### src/rtl/tx_uart_fifo.sv
// tx_uart_fifo: UART transmitter with a small input FIFO.
//   Frames are start(0), DATA_WIDTH payload bits LSB first, an optional
//   parity bit (even/odd), and 1 or 2 stop bits (1). Bit timing comes from a
//   one-cycle baud_clk tick; state and serial_out change only on tick edges.
// Ports:
//   clk          - system clock, rising edge
//   reset        - asynchronous, active-low reset
//   baud_clk     - one-clk-cycle tick per bit period
//   i_valid      - source presents a word on i_data
//   i_data       - payload word, captured when i_valid & o_ready
//   o_ready      - FIFO not full
//   o_busy       - frame in progress or FIFO non-empty (registered)
//   o_tx_done    - one-cycle pulse when a frame's last stop bit ends
//   o_fifo_count - FIFO occupancy
//   serial_out   - serial line, idle high, registered
module tx_uart_fifo #(
  parameter int DATA_WIDTH  = 8,
  parameter int PARITY_MODE = 0,
  parameter int STOP_BITS   = 1,
  parameter int FIFO_DEPTH  = 4
) (
  input  logic                                clk,
  input  logic                                reset,
  input  logic                                baud_clk,
  input  logic                                i_valid,
  input  logic [DATA_WIDTH-1:0]               i_data,
  output logic                                o_ready,
  output logic                                o_busy,
  output logic                                o_tx_done,
  output logic [$clog2(FIFO_DEPTH+1)-1:0]     o_fifo_count,
  output logic                                serial_out
);

  localparam int PW = $clog2(FIFO_DEPTH);
  localparam int CW = $clog2(FIFO_DEPTH + 1);
  localparam int BW = $clog2(DATA_WIDTH);

  localparam logic [CW-1:0] FULL      = CW'(FIFO_DEPTH);
  localparam logic [BW-1:0] LAST_BIT  = BW'(DATA_WIDTH - 1);
  localparam logic          LAST_STOP = 1'(STOP_BITS - 1);
  localparam logic          ODD_INV   = (PARITY_MODE == 2);

  if (DATA_WIDTH < 5 || DATA_WIDTH > 9) begin : g_bad_data_width
    $error("tx_uart_fifo: DATA_WIDTH must be 5..9");
  end
  if (PARITY_MODE < 0 || PARITY_MODE > 2) begin : g_bad_parity_mode
    $error("tx_uart_fifo: PARITY_MODE must be 0, 1 or 2");
  end
  if (STOP_BITS < 1 || STOP_BITS > 2) begin : g_bad_stop_bits
    $error("tx_uart_fifo: STOP_BITS must be 1 or 2");
  end
  if (FIFO_DEPTH < 2 || FIFO_DEPTH > 16 ||
      (FIFO_DEPTH & (FIFO_DEPTH - 1)) != 0) begin : g_bad_fifo_depth
    $error("tx_uart_fifo: FIFO_DEPTH must be a power of 2 in 2..16");
  end

  typedef enum logic [2:0] {
    IDLE,
    START,
    DATA,
    PARITY,
    STOP
  } state_e;

  // FIFO storage
  logic [DATA_WIDTH-1:0] mem_q [FIFO_DEPTH];
  logic [PW-1:0]         wr_ptr_q, wr_ptr_d;
  logic [PW-1:0]         rd_ptr_q, rd_ptr_d;
  logic [CW-1:0]         count_q, count_d;

  // Transmitter
  state_e                state_q, state_d;
  logic [DATA_WIDTH-1:0] shift_q, shift_d;
  logic [BW-1:0]         bit_cnt_q, bit_cnt_d;
  logic                  stop_cnt_q, stop_cnt_d;
  logic                  parity_q, parity_d;
  logic                  ser_q, ser_d;
  logic                  tx_done_q, tx_done_d;
  logic                  busy_q, busy_d;

  logic                  push;
  logic                  pop;
  logic                  frame_end;
  logic [DATA_WIDTH-1:0] head_word;

  assign head_word = mem_q[rd_ptr_q];
  assign push      = i_valid && (count_q != FULL);
  assign frame_end = baud_clk && (state_q == STOP) && (stop_cnt_q == LAST_STOP);
  // Pop looks at pre-edge occupancy, so a word pushed this cycle waits a cycle.
  assign pop       = (count_q != '0) &&
                     ((baud_clk && (state_q == IDLE)) || frame_end);

  always_comb begin
    wr_ptr_d = push ? wr_ptr_q + PW'(1) : wr_ptr_q;
    rd_ptr_d = pop  ? rd_ptr_q + PW'(1) : rd_ptr_q;
    unique case ({push, pop})
      2'b10:   count_d = count_q + CW'(1);
      2'b01:   count_d = count_q - CW'(1);
      default: count_d = count_q;
    endcase
  end

  always_comb begin
    state_d    = state_q;
    shift_d    = shift_q;
    bit_cnt_d  = bit_cnt_q;
    stop_cnt_d = stop_cnt_q;
    parity_d   = parity_q;
    ser_d      = ser_q;
    tx_done_d  = 1'b0;

    if (baud_clk) begin
      unique case (state_q)
        IDLE: begin
          ser_d = 1'b1;
        end
        START: begin
          ser_d     = shift_q[0];
          shift_d   = shift_q >> 1;
          bit_cnt_d = '0;
          state_d   = DATA;
        end
        DATA: begin
          if (bit_cnt_q == LAST_BIT) begin
            if (PARITY_MODE != 0) begin
              ser_d   = parity_q;
              state_d = PARITY;
            end else begin
              ser_d      = 1'b1;
              stop_cnt_d = 1'b0;
              state_d    = STOP;
            end
          end else begin
            ser_d     = shift_q[0];
            shift_d   = shift_q >> 1;
            bit_cnt_d = bit_cnt_q + BW'(1);
          end
        end
        PARITY: begin
          ser_d      = 1'b1;
          stop_cnt_d = 1'b0;
          state_d    = STOP;
        end
        STOP: begin
          if (stop_cnt_q == LAST_STOP) begin
            tx_done_d = 1'b1;
            ser_d     = 1'b1;
            state_d   = IDLE;
          end else begin
            stop_cnt_d = 1'b1;
          end
        end
        default: begin
          ser_d   = 1'b1;
          state_d = IDLE;
        end
      endcase
    end

    // A pop only happens from IDLE or at the end of the last stop bit; both
    // start a new frame, so the load overrides whatever the case chose.
    if (pop) begin
      shift_d  = head_word;
      parity_d = (^head_word) ^ ODD_INV;
      ser_d    = 1'b0;
      state_d  = START;
    end

    busy_d = (state_d != IDLE) || (count_d != '0);
  end

  always_ff @(posedge clk) begin
    if (push) begin
      mem_q[wr_ptr_q] <= i_data;
    end
  end

  always_ff @(posedge clk or negedge reset) begin
    if (!reset) begin
      wr_ptr_q   <= '0;
      rd_ptr_q   <= '0;
      count_q    <= '0;
      state_q    <= IDLE;
      shift_q    <= '0;
      bit_cnt_q  <= '0;
      stop_cnt_q <= 1'b0;
      parity_q   <= 1'b0;
      ser_q      <= 1'b1;
      tx_done_q  <= 1'b0;
      busy_q     <= 1'b0;
    end else begin
      wr_ptr_q   <= wr_ptr_d;
      rd_ptr_q   <= rd_ptr_d;
      count_q    <= count_d;
      state_q    <= state_d;
      shift_q    <= shift_d;
      bit_cnt_q  <= bit_cnt_d;
      stop_cnt_q <= stop_cnt_d;
      parity_q   <= parity_d;
      ser_q      <= ser_d;
      tx_done_q  <= tx_done_d;
      busy_q     <= busy_d;
    end
  end

  assign o_ready      = (count_q != FULL);
  assign o_busy       = busy_q;
  assign o_tx_done    = tx_done_q;
  assign o_fifo_count = count_q;
  assign serial_out   = ser_q;

endmodule

### config.mk
export PLATFORM = sky130hd
export DESIGN_NAME = tx_uart_fifo
export DESIGN_NICKNAME = d
export VERILOG_FILES = /design/src/rtl/tx_uart_fifo.sv
export SDC_FILE = /design/constraint.sdc
export NUM_CORES = 1
export LEC_CHECK = 0
export CORE_MARGIN = 3
export CORE_UTILIZATION = 41
export DETAILED_ROUTE_END_ITERATION = 7
export PLACE_DENSITY_LB_ADDON = 0.3
export SLEW_MARGIN = 20
export SYNTH_ARGS = -nofsm -noshare
export SYNTH_HDL_FRONTEND = slang
export SYNTH_SLANG_ARGS = --single-unit
export TNS_END_PERCENT = 1
### constraint.sdc
create_clock -name clk -period 3.2 [get_ports clk]
set_clock_uncertainty 0.15 [all_clocks]
set_input_delay 0.8 -clock clk [delete_from_list [all_inputs] [get_ports clk]]
set_output_delay 0.8 -clock clk [all_outputs]
set_load 0.05 [all_outputs]
==> results.rst, run 1 <==
.. list-table::
   :header-rows: 1

   * - Metric
     - Value
   * - Result of the run
     - finished, final reports clean
   * - CTS tree
     - done
   * - Avg Vias per Cell
     - 5.282
   * - I/O pins
     - 19
   * - Combinational fraction of design power
     - 0.376
   * - Post-layout total power
     - 2.583 mW
   * - Largest stage delay on the critical path
     - 0.83 ns
   * - Number of inserted filler cells in the final layout
     - 485
   * - Initial core utilization
     - 0.4331
   * - Max layer used
     - met4
   * - Core area
     - 5608 um^2
   * - Kind of path behind the tightest hold check
     - register to register
   * - Clock share of power
     - 0.155
   * - Pwr dens
     - around 930 nW/um^2
   * - Post-synthesis xor/xnor area fraction
     - 0.02164
   * - Global-route wire length before repair
     - 6824 um
   * - Count of cell types in the netlist
     - 34
   * - Count of buffers inserted at the top-level ports
     - 18
   * - Root cell of the clock tree
     - sky130_fd_sc_hd__clkbuf_8
   * - Htree depth
     - 2
   * - Synth Net Count
     - 179
   * - Post-CTS Hold Buffers
     - 0
   * - Max IR drop VDD
     - 373.2 uV
   * - Die outline height
     - 82.97 um
   * - Share of cell area taken by muxes after synthesis
     - 0.1077
   * - Sort of element at the start of the critical path
     - register
   * - Detailed-router iteration count before antenna repair
     - 4
   * - Beginning of the worst hold path
     - serial_out
   * - Total routed wire length on the met1 layer
     - 1675 um
   * - Seq. cell area
     - 1563 um^2
   * - Wire per inst
     - around 16 um
   * - RSZ-0062 raised after global routing
     - no
   * - Count of routing violations after the opening detailed-route iteration
     - 62
   * - Area share of and/or/nand/nor cells after synthesis
     - 0.07110
   * - Number of antenna violations at the first check in global routing
     - 0
   * - Number of buffers and inverters on the critical path
     - 1
   * - Routed vias
     - roughly 1300
   * - Antenna-violating nets left
     - 0
   * - Routed wl met3
     - 116 um
   * - Count of nets after finishing
     - 202
   * - Share of cells above drive strength 1
     - 0.1530
   * - Kind of critical path
     - register to primary output
   * - Internal power summed over all cells
     - 1.622 mW
   * - Layout Area Growth over Synthesis
     - 14.84%
   * - Register bit count reported by yosys
     - 56
   * - Clock latency at the later pin of the worst-skew pair
     - between 0.3 and 0.4 ns
   * - Final hold violations
     - 0
   * - Synth warnings
     - 0
   * - Crit Path Max Fanout
     - 6
   * - Clock transition at path regs
     - 0.11 ns
   * - R2R Path Start
     - state_q[0]
   * - Worst Tran Pin Value
     - 0.6109 ns
   * - Maximum number of pins on one net before global-route repair
     - 25
   * - Worst endpoint required time
     - 2.25 ns
   * - DRC violation count after routing
     - 0
   * - Complex-gate fraction of the synthesized area
     - 0.08501
   * - Adder-cell share of the synthesized area
     - 0.04431
   * - Placer congestion estimate
     - 0.7380
   * - Total grt overflow
     - 0
   * - # placed instances
     - 247
   * - Fmax
     - between 300 and 400 MHz
   * - Slowest-stage cell, CP
     - sky130_fd_sc_hd__clkdlybuf4s50_1
   * - Sequential-to-total area share from yosys stat
     - 0.6435
   * - HPWL after detailed placement
     - 2861 um
   * - Largest delay contributor family on the critical path
     - buffers and inverters
   * - Average cell area after synthesis
     - 15.27 um^2
   * - Number of maximum-capacitance violations
     - 0
   * - Switching Power
     - approximately 0.96 mW
   * - Final Instance Count excl. Fillers
     - approximately 260
   * - Total track usage
     - 0.1239
   * - Switching Fraction
     - 0.3722
   * - Post-route clock period utilization
     - 0.8930
   * - X dimension of the die
     - 82.97 um
   * - Final Critical Period
     - 2.857 ns
   * - Detail Route met2 WL
     - about 2200 um
   * - Critical-path cell list
     - nor2_1 -> nand2_1 -> clkdlybuf4s50_1
   * - Signal arrival time at the worst endpoint
     - 1.91 ns
   * - Num CTS Buffers
     - 5
   * - Sequential cell fraction of total power
     - 0.469
   * - Static Leakage
     - around 1.1 nW
   * - Die Footprint
     - ~6900 um^2
   * - Vias in the first global route
     - roughly 1500
   * - Netlist Area Pre-Place
     - 2429 um^2
   * - Resized Gates After CTS
     - 0
   * - Total inserted antenna cells
     - 0
   * - Setup Fix Bufs, Post-CTS
     - 0
   * - Setup TNS after final layout
     - 0 ns
   * - Crit. Startpoint
     - o_fifo_count[0]
   * - Total detailed-routing wirelength
     - 4025 um
   * - Multi-input logic area
     - 800.8 um^2
   * - Final-report max-slew violation count
     - 0
   * - Relative slew slack
     - 0.5919
   * - Crit end category
     - primary output
   * - Count of mapped cells out of synthesis
     - ~160
   * - Combinational family with the most area after synthesis
     - multiplexers
   * - Final setup violation count
     - 0
   * - Worst-case clock buffer depth
     - 2
   * - Std-Cell Rows
     - 27
   * - Clk sink count
     - 56
[state kept, by name, summed over array words and instances, names as in the netlist]
| name | count |
|---|---|
| mem_q | 32 |
| shift_q | 8 |
| bit_cnt_q | 3 |
| o_fifo_count | 3 |
| state_q | 3 |
| rd_ptr_q | 2 |
| wr_ptr_q | 2 |
| o_busy | 1 |
| o_tx_done | 1 |
| serial_out | 1 |
[layout make-up]
class,instances,share of cell area
Clock buffer,5,0.02467
Clock inverter,3,0.009421
Multi-Input combinational cell,89,0.2871
Inverter,8,0.01077
Sequential cell,56,0.5603
Timing Repair Buffer,22,0.07537
Tap cell,72,0.03230
[power groups by stage]
stage | Clock (mW) | Sequential, mW | Combinational, mW
finish | 0.401 | 1.21 | 0.971
global route | 0.440 | 1.25 | 1.07
CTS | 0.414 | 1.22 | 0.990
detailed placement | 0 | 1.23 | 0.985
global placement | 0 | 1.21 | 0.927
floorplan | 0 | 1.22 | 0.723
[per-stage QoR]
stage,hold WS [ns],setup slack (ns),instance area [um^2],utilization
finish,0.3203,0.3425,2789,0.4973
global route,0.3403,0.2109,2789,0.4973
CTS,0.3200,0.3224,2789,0.4973
detailed placement,0.3040,0.05249,2694,0.4804
global placement,0.2966,0.1316,2694,0.4804
floorplan,0.3159,0.3420,2429,-
[path summary, 6_finish.rpt]
| check | endpoint | slack (ns) | cells after the start |
|---|---|---|---|
| worst min-delay path | serial_out | 0.32 | 2 |
| worst max register to register | o_busy | 0.75 | 10 |
| max in group asynchronous | serial_out | 1.93 | 2 |
| min in group asynchronous | o_busy | 0.68 | 2 |
| worst max-delay path | o_ready | 0.34 | 3 |
| worst min register to register | serial_out | 0.32 | 2 |
[synth_stat cells (all sizes together)]
cell | n | area share
a2111oi | 1 | 0.0062
a21o | 2 | 0.0062
a21oi | 8 | 0.016
a22o | 5 | 0.018
a32o | 2 | 0.0082
and2 | 1 | 0.0026
and3 | 4 | 0.010
buf | 5 | 0.013
clkbuf | 1 | 0.0015
dfrtp | 23 | 0.24
dfstp | 1 | 0.011
edfxtp | 32 | 0.40
fa | 1 | 0.0082
ha | 7 | 0.036
inv | 8 | 0.012
mux2 | 1 | 0.0046
mux2i | 7 | 0.029
mux4 | 8 | 0.074
nand2 | 7 | 0.011
nand3 | 2 | 0.0041
nand3b | 1 | 0.0031
nor2 | 11 | 0.017
nor2b | 5 | 0.013
nor3b | 2 | 0.010
o21a | 1 | 0.0031
o21ai | 5 | 0.015
o31ai | 2 | 0.012
xnor2 | 4 | 0.014
xor2 | 2 | 0.0072
[layout by cell type, fill, tap and decap left out, types with 2 or more instances in the layout]
cell type / instances
sky130_fd_sc_hd__inv_6: 2
sky130_fd_sc_hd__a21o_1: 2
sky130_fd_sc_hd__dfrtp_1: 23
sky130_fd_sc_hd__clkbuf_8: 5
sky130_fd_sc_hd__nor3b_2: 2
sky130_fd_sc_hd__nor2_1: 11
sky130_fd_sc_hd__nand2_1: 7
sky130_fd_sc_hd__and3_1: 4
sky130_fd_sc_hd__xor2_1: 2
sky130_fd_sc_hd__nand3_1: 2
sky130_fd_sc_hd__clkdlybuf4s50_1: 18
sky130_fd_sc_hd__xnor2_1: 4
sky130_fd_sc_hd__a32o_1: 2
sky130_fd_sc_hd__mux4_2: 8
sky130_fd_sc_hd__a21oi_1: 8
sky130_fd_sc_hd__o21ai_0: 3
sky130_fd_sc_hd__inv_1: 7
sky130_fd_sc_hd__nor2b_1: 5
sky130_fd_sc_hd__ha_1: 7
sky130_fd_sc_hd__mux2i_1: 7
sky130_fd_sc_hd__edfxtp_1: 32
sky130_fd_sc_hd__buf_4: 4
sky130_fd_sc_hd__a22o_1: 5
[layer usage]
| layer | vias to the layer above | global-route usage |
|---|---|---|
| li1 | 634 | - |
| met1 | 677 | 0.1438 |
| met2 | 27 | 0.2223 |
| met3 | 9 | 0.02579 |
| met4 | 0 | 0.04903 |
| met5 | - | 0 |
[cell families after synthesis]
group,count (synthesis)
simple gates,33
compound gates,26
xor+xnor,6
buf+inv,14
fa+ha+maj,8
flops,56
mux,16
[worst reg2reg max path, delay by kind of cell (launching register included)]
kind | cells | cell delay (ns)
adders and majority gates | 2 | 0.55
buffers and inverters | 2 | 0.13
DFF | 1 | 0.54
and+or+nand+nor | 3 | 0.61
xor gates and xnor gates | 2 | 0.24
AOI/OAI and AO/OA | 1 | 0.12
No activity file was read; power rests on OpenSTA's default activity.
==> run 2, diff against run 1 <==
- REMOVE_ABC_BUFFERS: not set -> 1
- clock period: 3.2 -> 2.6 ns (I/O delays scaled with it)
==> run 2 against run 1 <==
Compared with the run above:
- die area stayed put
- global-route usage is 0.39 points lower
- non-clock buffer count is 4 higher
- sequential share of layout area is 0.67 points lower
- total power is 23% higher
- wire length is 1.8% lower
- utilization is 0.60 points higher
- first-iteration DRC count is 18% lower
- register-to-register slack worse by 0.51 ns
- final area is 1.2% higher
- worst setup slack worse by 0.19 ns
- critical path depth is 2 lower
- critical path type unchanged
==> results.rst, run 2 (synthesized netlist as in run 1, its figures left out) <==
.. list-table::
   :header-rows: 1

   * - Metric
     - Value
   * - Crit end category
     - primary output (unchanged)
   * - Setup Fix Bufs, Post-CTS
     - 0 (unchanged)
   * - Max IR drop VDD
     - 539.8 uV (was 373.2 uV)
   * - Routed vias
     - 1335 (was 1347)
   * - Standard cell area after detailed placement
     - 2721 um^2 (was 2694 um^2)
   * - Pwr dens
     - 1126 nW/um^2 (was 926.2 nW/um^2)
   * - Kind of critical path
     - register to primary output (unchanged)
   * - Die Footprint
     - 6883 um^2 (unchanged)
   * - Clock transition at path regs
     - 0.09 ns (was 0.11 ns)
   * - Worst-case clock buffer depth
     - 2 (unchanged)
   * - Top Registers
     - mem_q x32, shift_q x8 (unchanged)
   * - Count of nets after finishing
     - 206 (was 202)
   * - Final Critical Period
     - 2.443 ns
   * - Maximum number of pins on one net before global-route repair
     - 25 (unchanged)
   * - Total detailed-routing wirelength
     - 3953 um (was 4025 um)
   * - Crit Path Max Fanout
     - 6 (unchanged)
   * - R2R Path End
     - o_busy (unchanged)
   * - Share of cells above drive strength 1
     - 0.1872 (was 0.1530)
   * - Avg Vias per Cell
     - 5.154 (was 5.282)
   * - Worst Tran Pin Value
     - 0.5713 ns (was 0.6109 ns)
   * - Initial core utilization
     - 0.4331 (unchanged)
   * - Leading cell type in the layout, fill and taps excluded
     - sky130_fd_sc_hd__edfxtp_1 (unchanged)
   * - Total track usage
     - 0.1200 (was 0.1239)
   * - Number of buffers and inverters on the critical path
     - 1 (unchanged)
   * - Number of stages on the worst setup path
     - 1 (was 3)
   * - Worst setup slack before clock tree synthesis
     - -0.4562 ns (was 0.05249 ns)
   * - Number of maximum-capacitance violations
     - 0 (unchanged)
   * - Result of the run
     - finished, final reports clean (unchanged)
   * - DRC violation count after routing
     - 0 (unchanged)
   * - Layout Area Growth over Synthesis
     - 16.23% (was 14.84%)
   * - Path depth of the worst reg2reg path
     - 9 (was 10)
   * - Total grt overflow
     - 0 (unchanged)
   * - X dimension of the die
     - 82.97 um (unchanged)
   * - R2R Path Start
     - o_fifo_count[0] (was state_q[0])
   * - Num CTS Buffers
     - 5 (unchanged)
   * - Largest stage delay on the critical path
     - 0.85 ns (was 0.83 ns)
   * - Worst endpoint required time
     - 1.80 ns (was 2.25 ns)
   * - Top reg by flops
     - mem_q (unchanged)
   * - Critical-path cell list
     - clkdlybuf4s50_1 (was nor2_1 -> nand2_1 -> clkdlybuf4s50_1)
   * - Post-route clock period utilization
     - 0.9394
   * - Count of routing violations after the opening detailed-route iteration
     - 51 (was 62)
   * - Cell count of the worst hold path
     - 2 (unchanged)
   * - Die outline height
     - 82.97 um (unchanged)
   * - I/O pins
     - 19 (unchanged)
   * - Antenna-violating nets left
     - 0 (unchanged)
   * - Number of antenna violations at the first check in global routing
     - 0 (unchanged)
   * - Wire per inst
     - 15.26 um (was 15.78 um)
   * - Signal arrival time at the worst endpoint
     - 1.64 ns (was 1.91 ns)
   * - HPWL after detailed placement
     - 2867 um (was 2861 um)
   * - RSZ-0062 raised after global routing
     - no (unchanged)
   * - Count of buffers inserted at the top-level ports
     - 18 (unchanged)
   * - Detailed-router iteration count before antenna repair
     - 4 (unchanged)
   * - Final setup margin
     - 0.1574 ns (was 0.3425 ns)
   * - Global-route wire length before repair
     - 6513 um (was 6824 um)
   * - Clock latency at the later pin of the worst-skew pair
     - 0.30 ns (was 0.31 ns)
   * - Final setup violation count
     - 0 (unchanged)
   * - Final Instance Count excl. Fillers
     - 259 (was 255)
   * - Static Leakage
     - 1.134 nW (was 1.115 nW)
   * - Flip-flop count of the largest register, all copies and words added
     - 32 (unchanged)
   * - Setup crit end
     - o_fifo_count[0] (was o_ready)
   * - Largest delay contributor family on the critical path
     - buffers and inverters (unchanged)
   * - Std-Cell Rows
     - 27 (unchanged)
   * - # placed instances
     - 251 (was 247)
   * - Relative slew slack
     - 0.6183 (was 0.5919)
   * - Commonest non-fill, non-tap cells in the layout
     - sky130_fd_sc_hd__edfxtp_1 (32), sky130_fd_sc_hd__dfrtp_1 (23), sky130_fd_sc_hd__clkdlybuf4s50_1 (16), sky130_fd_sc_hd__nor2_1 (11), sky130_fd_sc_hd__buf_4 (9) (was sky130_fd_sc_hd__edfxtp_1 (32), sky130_fd_sc_hd__dfrtp_1 (23), sky130_fd_sc_hd__clkdlybuf4s50_1 (18), sky130_fd_sc_hd__nor2_1 (11))
   * - Final design instance area without fill
     - 2823 um^2 (was 2789 um^2)
   * - Core occupancy in the finished layout
     - 0.5033 (was 0.4973)
   * - Fmax
     - 409.4 MHz
   * - Vias in the first global route
     - 1347 (was 1485)
   * - Root cell of the clock tree
     - sky130_fd_sc_hd__clkbuf_8 (unchanged)
   * - Post-CTS Hold Buffers
     - 0 (unchanged)
   * - Htree depth
     - 2 (unchanged)
   * - Core area
     - 5608 um^2 (unchanged)
   * - Total inserted antenna cells
     - 0 (unchanged)
   * - Kind of path behind the tightest hold check
     - register to register (unchanged)
   * - Final hold violations
     - 0 (unchanged)
   * - CTS tree
     - done (unchanged)
   * - Placer congestion estimate
     - 0.7106 (was 0.7380)
   * - Reg2reg setup slack
     - 0.24 ns (was 0.75 ns)
   * - Clk sink count
     - 56 (unchanged)
   * - Final-report max-slew violation count
     - 0 (unchanged)
   * - Slowest-stage cell, CP
     - sky130_fd_sc_hd__clkdlybuf4s50_1 (unchanged)
   * - Crit. Startpoint
     - o_fifo_count[0] (unchanged)
   * - Sort of element at the start of the critical path
     - register (unchanged)
run 2: final cells by class:
type / instances / area [um^2]
clock buffers: 5 / 68.82
clock inverters: 3 / 22.52
fillers: 491 / 2785
inverters: 8 / 30.03
multi-input cells: 89 / 812.0
flip-flops and latches: 56 / 1563
well taps: 72 / 90.09
repair buffers: 26 / 236.5
run 2: timing repair:
item | 4_1_cts | 5_1_grt
resized for setup | 4 | 0
endpoints found under the setup margin | 2 | 0
endpoints found under the hold margin | 0 | 0
run 2: report_power, final:
group          switching [mW]  internal (mW)  leakage (nW)
Combinational           0.653          0.590         0.509
Clock                   0.272          0.193        0.0485
Sequential              0.242           1.23         0.576
run 2: how the worst min path moves through the flow:
stage / startpoint / to / slack, ns
after CTS: serial_out / serial_out / 0.32
after global routing: serial_out / serial_out / 0.35
after global placement: serial_out / serial_out / 0.30
after detailed placement: serial_out / serial_out / 0.30
after floorplan: reset / bit_cnt_q[0] / 0.20
final: serial_out / serial_out / 0.31
run 2: metal layers:
metal / vias up / part of all wire / GRT usage
li1: 638 / - / -
met1: 671 / 0.44 / 0.1431
met2: 22 / 0.52 / 0.2106
met3: 4 / 0.036 / 0.03671
met4: 0 / 0.0073 / 0.03120
met5: - / 0 / 0
run 2: metrics by stage:
stage          hold slack [ns]  power [mW]  setup TNS [ns]
6_report                0.3143       3.180               0
5_1_grt                 0.3531       3.401               0
4_1_cts                 0.3191       3.225               0
3_5_place_dp            0.3047       2.744          -1.057
3_3_place_gp            0.2974       2.652         -0.5687
2_1_floorplan           0.2044       2.347         -0.4253
==> run 3, diff against run 2 <==
- CORE_UTILIZATION: 41 -> 30
- CTS_BUF_LIST: not set -> sky130_fd_sc_hd__clkbuf_8
==> run 3 against run 2 <==
Compared with the run above:
- global-route usage down 1.9 points
- critical endpoint unchanged
- worst setup slack worse by 0.042 ns
- combinational power about the same
- highest routed layer unchanged
==> results.rst, run 3 (synthesized netlist as in run 1, its figures left out) <==
.. list-table::
   :header-rows: 1

   * - Metric
     - Value
   * - Result of the run
     - finished, final reports clean (unchanged)
   * - Top reg by flops
     - mem_q (unchanged)
   * - Antenna-violating nets left
     - 0 (unchanged)
   * - Root cell of the clock tree
     - sky130_fd_sc_hd__clkbuf_8 (unchanged)
   * - Avg Vias per Cell
     - 4.567 (was 5.154)
   * - Static Leakage
     - 1.152 nW (was 1.134 nW)
   * - Slowest-stage cell, CP
     - sky130_fd_sc_hd__clkdlybuf4s50_1 (unchanged)
   * - Vias in the first global route
     - 1415 (was 1347)
   * - Worst endpoint required time
     - 1.80 ns (about the same)
   * - Combinational fraction of design power
     - 0.391 (about the same)
   * - Post-route clock period utilization
     - 0.9557 (was 0.9394)
   * - Clock share of power
     - 0.153 (was 0.146)
   * - Layout Area Growth over Synthesis
     - 19.17% (was 16.23%)
   * - Standard cell area after detailed placement
     - 2774 um^2 (was 2721 um^2)
   * - Switching Power
     - 1.181 mW (was 1.167 mW)
   * - Count of nets after finishing
     - 208 (was 206)
   * - Signal arrival time at the worst endpoint
     - 1.68 ns (was 1.64 ns)
   * - Routed vias
     - 1329 (was 1335)
   * - Num CTS Buffers
     - 5 (unchanged)
   * - HPWL after detailed placement
     - 2712 um (was 2867 um)
   * - Final-report max-slew violation count
     - 0 (unchanged)
   * - Total inserted antenna cells
     - 0 (unchanged)
   * - # placed instances
     - 283 (was 251)
   * - Largest stage delay on the critical path
     - 0.86 ns (was 0.85 ns)
   * - Number of buffers and inverters on the critical path
     - 1 (unchanged)
   * - Placer congestion estimate
     - 0.7321 (was 0.7106)
   * - Number of maximum-capacitance violations
     - 0 (unchanged)
   * - Clock transition at path regs
     - 0.10 ns (was 0.09 ns)
   * - Worst Tran Pin Value
     - 0.5885 ns (was 0.5713 ns)
   * - Largest delay contributor family on the critical path
     - buffers and inverters (unchanged)
   * - Worst-case clock buffer depth
     - 2 (unchanged)
   * - Post-layout total power
     - 3.223 mW (was 3.180 mW)
   * - Total grt overflow
     - 0 (unchanged)
   * - Crit end category
     - primary output (unchanged)
   * - Core area
     - 7807 um^2 (was 5608 um^2)
   * - Internal power summed over all cells
     - 2.042 mW (was 2.013 mW)
   * - Final Critical Period
     - 2.485 ns (was 2.443 ns)
   * - Relative slew slack
     - 0.6077 (was 0.6183)
   * - Final setup violation count
     - 0 (unchanged)
   * - Clk sink count
     - 56 (unchanged)
   * - I/O pins
     - 19 (unchanged)
   * - Fmax
     - 402.4 MHz (was 409.4 MHz)
   * - Post-CTS Hold Buffers
     - 0 (unchanged)
   * - Final hold violations
     - 0 (unchanged)
   * - Initial core utilization
     - 0.3111 (was 0.4331)
   * - Flip-flop count of the largest register, all copies and words added
     - 32 (unchanged)
   * - Core occupancy in the finished layout
     - 0.3707 (was 0.5033)
   * - Total detailed-routing wirelength
     - 4070 um (was 3953 um)
   * - CTS tree
     - done (unchanged)
   * - Commonest non-fill, non-tap cells in the layout
     - sky130_fd_sc_hd__edfxtp_1 (32), sky130_fd_sc_hd__dfrtp_1 (23), sky130_fd_sc_hd__clkdlybuf4s50_1 (16), sky130_fd_sc_hd__nor2_1 (11), sky130_fd_sc_hd__buf_4 (11) (was sky130_fd_sc_hd__edfxtp_1 (32), sky130_fd_sc_hd__dfrtp_1 (23), sky130_fd_sc_hd__clkdlybuf4s50_1 (16), sky130_fd_sc_hd__nor2_1 (11), sky130_fd_sc_hd__buf_4 (9))
   * - Number of inserted filler cells in the final layout
     - 755 (was 491)
   * - Final design instance area without fill
     - 2894 um^2 (was 2823 um^2)
   * - Share of cells above drive strength 1
     - 0.2011 (was 0.1872)
   * - Switching Fraction
     - 0.3665 (was 0.3670)
   * - Setup Fix Bufs, Post-CTS
     - 0 (unchanged)
   * - DRC violation count after routing
     - 0 (unchanged)
   * - Total track usage
     - 0.1009 (was 0.1200)
   * - RSZ-0062 raised after global routing
     - no (unchanged)
   * - Detailed-router iteration count before antenna repair
     - 4 (unchanged)
   * - Kind of path behind the tightest hold check
     - register to register (unchanged)
   * - Critical-path cell list
     - clkdlybuf4s50_1 (unchanged)
   * - Htree depth
     - 2 (unchanged)
   * - Maximum number of pins on one net before global-route repair
     - 25 (unchanged)
   * - Sequential cell fraction of total power
     - 0.456 (was 0.463)
   * - Pwr dens
     - 1114 nW/um^2 (was 1126 nW/um^2)
   * - Clock latency at the later pin of the worst-skew pair
     - 0.31 ns (was 0.30 ns)
   * - Count of buffers inserted at the top-level ports
     - 18 (unchanged)
   * - Crit Path Max Fanout
     - 6 (unchanged)
   * - Sort of element at the start of the critical path
     - register (unchanged)
   * - Global-route wire length before repair
     - 6906 um (was 6513 um)
   * - Kind of critical path
     - register to primary output (unchanged)
   * - Die outline height
     - 95.98 um (was 82.97 um)
   * - Std-Cell Rows
     - 32 (was 27)
   * - X dimension of the die
     - 95.98 um (was 82.97 um)
   * - Count of routing violations after the opening detailed-route iteration
     - 29 (was 51)
   * - Wire per inst
     - 13.99 um (was 15.26 um)
   * - Leading cell type in the layout, fill and taps excluded
     - sky130_fd_sc_hd__edfxtp_1 (unchanged)
   * - Die Footprint
     - 9211 um^2 (was 6883 um^2)
   * - Top Registers
     - mem_q x32, shift_q x8 (unchanged)
   * - Number of antenna violations at the first check in global routing
     - 0 (unchanged)
   * - Max IR drop VDD
     - 265.3 uV (was 539.8 uV)
   * - Final Instance Count excl. Fillers
     - 291 (was 259)
## run 3: layout make-up
cell class / instances / area [um^2] / area share
Clock buffer: 5 / 68.82 / 0.02378
Clock inverter: 3 / 25.02 / 0.008647
Inverter: 8 / 30.03 / 0.01038
Multi-Input combinational cell: 89 / 824.5 / 0.2849
Sequential cell: 56 / 1563 / 0.5400
Tap cell: 102 / 127.6 / 0.04410
Timing Repair Buffer: 28 / 255.2 / 0.08820
## run 3: repair_timing
item / in CTS / in global routing
setup endpoints to repair: 1 / 2
pin swaps: 0 / 1
resized for setup: 1 / 5
## run 3: metrics by stage
step                      hold WS [ns]  setup TNS [ns]  setup WS, ns
final                           0.3178               0        0.1152
after global routing            0.3597               0       0.04508
after CTS                       0.3248               0      0.003809
after detailed placement        0.3101         -0.7928       -0.3676
after global placement          0.3079         -0.6376       -0.3194
after floorplan                 0.2044         -0.4253       -0.2580
## run 3: worst paths after layout
kind / start / end / slack [ns] / cells after the start
hold / removal: serial_out / serial_out / 0.32 / 2
setup reg to reg: o_fifo_count[0] / o_busy / 0.26 / 9
setup / recovery: o_fifo_count[0] / o_fifo_count[0] / 0.12 / 1
min in group asynchronous: reset / o_fifo_count[2] / 0.54 / 2
hold reg to reg: serial_out / serial_out / 0.32 / 2
max in group asynchronous: reset / serial_out / 1.47 / 2
## run 3: layer usage
metal / GRT usage / routed length (um) / up-vias
li1: - / - / 647
met1: 0.1272 / 1877 / 657
met2: 0.1627 / 1968 / 18
met3: 0.02580 / 140 / 7
met4: 0.04621 / 84 / 0
met5: 0 / 0 / -
## run 3: worst reg2reg max path, cell delays in order, from the launching register on
cell                       delay, ns
sky130_fd_sc_hd__dfrtp_1        0.49
sky130_fd_sc_hd__nor2_1         0.16
sky130_fd_sc_hd__nand2_1        0.15
sky130_fd_sc_hd__nand2_1        0.20
sky130_fd_sc_hd__ha_4           0.16
sky130_fd_sc_hd__inv_1          0.05
sky130_fd_sc_hd__fa_2           0.52
sky130_fd_sc_hd__nor2b_2        0.16
sky130_fd_sc_hd__a22o_1         0.14
sky130_fd_sc_hd__nand3b_1       0.07
## run 3: power by group through the flow
stage                     sequential, mW  combinational (mW)  clock (mW)
final                               1.47                1.26       0.494
after global routing                1.52                1.40       0.548
after CTS                           1.48                1.25       0.518
after detailed placement            1.50                1.25           0
after global placement              1.49                1.22           0
after floorplan                     1.58               0.771           0
